==> src/rtl/bcd_addsub_serial.sv <==
// bcd_addsub_serial: digit-serial packed-BCD adder/subtractor.
// One BCD digit per clock, least-significant digit first, through one shared
// decimal-adjust stage. Operands are taken on start&&ready, and the result is
// flagged by a one-cycle valid pulse NDIG cycles after the accept edge.
// Ports:
//   clk, rst_n        clock (rising edge), async active-low reset
//   start             request, accepted only when ready=1
//   sub               0: a+b+cin, 1: a-b-cin (cin is the borrow-in)
//   cin               carry-in / borrow-in
//   a, b              packed BCD operands, digit i at [4i+3:4i]
//   ready             idle, the next start is accepted
//   valid             one-cycle pulse, sum/cout/err are final
//   sum               packed BCD result (10's complement on a sub borrow)
//   cout              add: decimal carry-out, sub: borrow
//   err               a or b held a non-BCD digit when accepted

// Shared single-digit decimal add with adjust. t is at most 15+15+1=31, so
// 5 bits cover every input, including non-BCD digits.
module bcd_dig_add (
  input  logic [3:0] a,
  input  logic [3:0] b,
  input  logic       ci,
  output logic [3:0] d,
  output logic       co
);
  logic [4:0] t, t6;
  assign t  = {1'b0, a} + {1'b0, b} + {4'b0, ci};
  assign t6 = t + 5'd6;
  assign co = (t > 5'd9);
  assign d  = co ? t6[3:0] : t[3:0];
endmodule

module bcd_addsub_serial #(
  parameter int NDIG = 4
) (
  input  logic              clk,
  input  logic              rst_n,
  input  logic              start,
  input  logic              sub,
  input  logic              cin,
  input  logic [4*NDIG-1:0] a,
  input  logic [4*NDIG-1:0] b,
  output logic              ready,
  output logic              valid,
  output logic [4*NDIG-1:0] sum,
  output logic              cout,
  output logic              err
);
  localparam int W  = 4 * NDIG;
  localparam int CW = (NDIG > 1) ? $clog2(NDIG) : 1;
  localparam logic [CW-1:0] LAST = CW'(NDIG - 1);

  typedef enum logic [1:0] {S_IDLE, S_RUN, S_DONE} state_t;

  state_t          state;
  logic [W-1:0]    a_q, b_q, res;
  logic [CW-1:0]   cnt;
  logic            c, sub_q;

  // Per-digit operand prep: b or its 9's complement, plus the non-BCD flag.
  logic [NDIG-1:0][3:0] bnc;
  logic [NDIG-1:0]      bad;

  for (genvar g = 0; g < NDIG; g++) begin : g_dig
    assign bnc[g] = sub ? (4'd9 - b[4*g +: 4]) : b[4*g +: 4];
    assign bad[g] = (a[4*g +: 4] > 4'd9) || (b[4*g +: 4] > 4'd9);
  end

  // Operands shift right one digit per cycle, so the adjust stage always sees
  // digit 0 of the shift registers; results enter the top of res and land in
  // their final positions after NDIG shifts.
  logic [3:0]   dd;
  logic         dco;
  logic [W-1:0] res_nxt;

  bcd_dig_add u_adj (
    .a  (a_q[3:0]),
    .b  (b_q[3:0]),
    .ci (c),
    .d  (dd),
    .co (dco)
  );

  if (NDIG == 1) begin : g_res1
    assign res_nxt = dd;
  end else begin : g_resn
    assign res_nxt = {dd, res[W-1:4]};
  end

  always_ff @(posedge clk or negedge rst_n) begin
    if (!rst_n) begin
      state <= S_IDLE;
      ready <= 1'b1;
      valid <= 1'b0;
      sum   <= '0;
      cout  <= 1'b0;
      err   <= 1'b0;
      cnt   <= '0;
      a_q   <= '0;
      b_q   <= '0;
      res   <= '0;
      c     <= 1'b0;
      sub_q <= 1'b0;
    end else begin
      valid <= 1'b0;
      case (state)
        S_IDLE: begin
          if (start && ready) begin
            a_q   <= a;
            b_q   <= bnc;
            // Subtraction is a + 9's-comp(b) + 1 - borrow_in.
            c     <= sub ? ~cin : cin;
            sub_q <= sub;
            err   <= |bad;
            res   <= '0;
            cnt   <= '0;
            ready <= 1'b0;
            state <= S_RUN;
          end
        end
        S_RUN: begin
          a_q <= a_q >> 4;
          b_q <= b_q >> 4;
          c   <= dco;
          res <= res_nxt;
          cnt <= cnt + 1'b1;
          if (cnt == LAST) begin
            sum   <= res_nxt;
            // In complement subtraction a final carry means no borrow.
            cout  <= sub_q ? ~dco : dco;
            valid <= 1'b1;
            state <= S_DONE;
          end
        end
        S_DONE: begin
          ready <= 1'b1;
          state <= S_IDLE;
        end
        default: begin
          ready <= 1'b1;
          state <= S_IDLE;
        end
      endcase
    end
  end
endmodule

==> config.mk <==
export PLATFORM = sky130hd
export DESIGN_NAME = bcd_addsub_serial
export DESIGN_NICKNAME = d
export VERILOG_FILES = /design/src/rtl/bcd_addsub_serial.sv
export SDC_FILE = /design/constraint.sdc
export NUM_CORES = 1
export LEC_CHECK = 0
export ABC_AREA = 1
export BUFFER_PORTS_ARGS = -buffer_cell sky130_fd_sc_hd__buf_2
export CORE_ASPECT_RATIO = 1.4
export CORE_MARGIN = 3
export CORE_UTILIZATION = 50
export DETAILED_ROUTE_END_ITERATION = 8
export PLACE_DENSITY = 0.75
export SETUP_SLACK_MARGIN = 0.4
export SLEW_MARGIN = 10
export SYNTH_ARGS = -nofsm -noshare
export SYNTH_HDL_FRONTEND = slang
export SYNTH_SLANG_ARGS = --single-unit
==> constraint.sdc <==
create_clock -name clk -period 2.2 [get_ports clk]
set_input_delay 0.44 -clock clk [delete_from_list [all_inputs] [get_ports clk]]
set_output_delay 0.44 -clock clk [all_outputs]
set_load 0.01 [all_outputs]
==> impl_metrics.ini <==
[sta]
slew_headroom = 0.520
setup_ws_ns = -0.201
max_freq_ghz = 0.417
worst_pin_slew_ns = 0.718
rsz0062_at_grt = yes
finalHoldViolCount = 0
timing.final.crit_share = 1.09
period_needed_ns = 2.40
maxSlewViolCount = 0
clock_skew_ns = 0.00701
finalSetupViolCount = 8

[setup_path]
rrSetupSlack_ns = -0.20
arrival_ns = 2.64
path_buf_inv = 2
cpMaxStageDelayCell = fa_2
critPathRequiredTime_ns = 2.44
path_cells = fa_2 -> fa_2 -> inv_2 -> ha_4 -> inv_4 -> nor2_4 -> a21oi_2 -> nand2_2 -> nand2_4 -> nand2_2 -> nand3_2 -> o21ai_1
critPathLaunchType = flop
cpLargestDelayFamily = adder cells
critPathKind = flop to flop
crit_fanout = 5
max_stage_delay_ns = 0.55
crit_path_end_kind = flop

[synthesis]
syn_nets = 403
syn-cell-area_um2 = 3300
yosysSeqAreaShare = 0.531
yosysUniqueCellTypes = 32
yosys.area_share.xor_xnor = 0.0239
synthMuxAreaShare = 0
ys.warnings.count = 0
syn-instance-count = 355
yosys.area_share.simple = 0.174
async_flop_share = 1.00
synth_top_family_by_area = simple AND/OR/NAND/NOR gates
synth_edf_count = 0
ys_seq_elements = 70
synthAdderAreaFrac = 0.0463
synth_ff_type = dfrtp_1
synth_compound_area_frac = 0.151
syn_area_per_cell_um2 = 9.29

[global_routing]
antenna_found_initial = 0
overflow = 0
grt_pass1_vias = 2668
use_met2 = 0.341
grt_max_degree = 71
grt_usage = 0.200
grt-busiest-layer = met2
grt_use_met3 = 0.0522
grt_pass1_wl_um = 11600
grt_util_met1 = 0.233

[power_and_ir_drop]
swShare = 0.421
combinationalPowerShare = 0.516
p_seq_frac = 0.324
fin_total_pwr_uw = 6520
clock_power_share = 0.159
p_sw_uw = 2750
power_density_nw_per_um2 = 1640
peakVddDrop_uv = 792
p_int_uw = 3780
leakagePower_uw = 0.00202

[clocking]
cts_buffer_depth = 2
cts_htree_levels = 3
clkTransAtPathRegs_ns = 0.07
insertion_delay_ns = 0.35
tritoncts = yes
cts.sinks = 70
clockRootBuffer = clkbuf_8
numCtsBuffers = 9

[detailed_routing]
drt.antenna.violating_nets = 0
drt_iter0_drc = 106
wl_per_cell_um = 14.4
dr_total_vias = 2666
drc_errors = 0
wirelength_um = 7190
via_per_inst = 5.34
first_pass_iters = 4

[min_path]
hold_class = primary input to asynchronous set/reset pin

[place]
dpl_cell_area_um2 = 3660
detailed_place_hpwl_um = 4770
port-buffer-count = 56
routabilityCongestion = 0.902

[final_layout]
fin_area_um2 = 3980
nFillCells = 541
final_util = 0.633
fin_nets = 470
drive_above_1_share = 0.286
ff_latch_area_um2 = 1750
multiInputGateArea_um2 = 1390
n_antenna_cell = 0
area_delta_synth_final_pct = 20.7

[run_status]
outcome = complete, but fails checks
violations = setup timing

[run]
maxCapViolations = 0

[die]
initial_core_util = 0.524
die_y_um = 102
coreArea_um2 = 6300
io_pins = 57
dieArea_um2 = 7620
rows = 34
fp.dieW_um = 74.7
-- cells in the final DEF (no fill, tap or decap), drive strengths merged --
cell type and n:
o221ai 1, o21ai 28, buf 71, nor2 28
clkinv 5, nand3 18, o211ai 12, dfrtp 69
o22ai 21, ha 9, nor3 2, clkbuf 10
clkinvlp 1, nand4 1, a21oi 4, xnor2 6
fa 2, bufinv 1, o21a 3, dfstp 1
xor2 3, nand3b 1, a22o 5, nand2 89
inv 36
-- power groups by stage --
stage	clock network (uW)	registers (uW)	logic, uW
floorplan	0	2170	1820
global placement	0	2110	2550
detailed placement	0	2140	2660
CTS	1040	2120	2940
global route	1120	2180	3720
finish	1040	2120	3370
-- cell families after synthesis --
family / Yosys count
AND/OR/NAND/NOR: 139
AO/OA/AOI/OAI: 74
flip-flops: 70
buffers and inverters: 52
adder cells (fa/ha/maj): 11
XOR/XNOR: 9
-- area by class of cell --
class	count	share of cell area
well taps	72	0.0226
multi-input cells	233	0.348
flip-flops and latches	70	0.440
repair buffers	71	0.102
clock inverters	6	0.0154
inverters	37	0.0374
clock buffers	10	0.0346
-- registers in the layout (all words and copies together), names as in the netlist, 2 cells and up --
register	count
res	12
b_q	16
sum	16
cnt	2
a_q	16
state	2
-- timing repair --
item | CTS | global route
buffers inserted | 5 | 1
resized for setup | 7 | 15
setup endpoints to repair | 30 | 30
hold buffers | 0 | 0
hold endpoints to repair | 0 | 0
pin swaps | 10 | 5
cloned | 0 | 0
-- per-layer routing --
| layer | share of wire | wire, um | up-vias |
|---|---|---|---|
| met5 | 0 | 0 | - |
| met4 | 0.018 | 133 | 0 |
| met3 | 0.056 | 400 | 13 |
| met2 | 0.51 | 3690 | 79 |
| met1 | 0.41 | 2970 | 1269 |
| li1 | - | - | 1305 |
-- cells in the mapped netlist, types with 2 or more instances --
master,count,share of area
a21oi_1,4,0.0061
a22o_1,5,0.013
buf_2,6,0.0091
buf_6,5,0.017
clkbuf_1,2,0.0023
dfrtp_1,69,0.52
fa_1,2,0.012
ha_1,9,0.034
inv_1,33,0.038
inv_2,3,0.0034
nand2_1,88,0.10
nand3_1,18,0.027
nor2_1,27,0.031
o211ai_1,4,0.0091
o211ai_2,8,0.030
o21a_1,3,0.0068
o21ai_0,25,0.038
o21ai_1,3,0.0045
o22ai_1,21,0.040
xnor2_1,6,0.016
xor2_1,3,0.0080
-- through the flow --
step                      worst slack (ns)  hold WS, ns  TNS, ns  instances
final                               -0.201       0.0948    -1.30        499
after global routing                -0.328        0.107    -2.27        499
after CTS                           -0.185        0.113    -1.31        498
after detailed placement            -0.187        0.467    -1.13        477
after global placement             -0.0999        0.459   -0.532        477
after floorplan                    -0.0513        0.144   -0.249        355
-- path summary, 6_finish.rpt --
path / startpoint / endpoint / depth (start not counted)
hold reg to reg: sum[13] / sum[13] / 2
min in group clk: a[12] / a_q[12] / 2
setup reg to reg: c / res[14] / 12
setup / recovery: c / res[14] / 12
hold / removal: rst_n / sum[10] / 2
max in group asynchronous: rst_n / ready / 2
No activity file was read; power rests on OpenSTA's default activity.
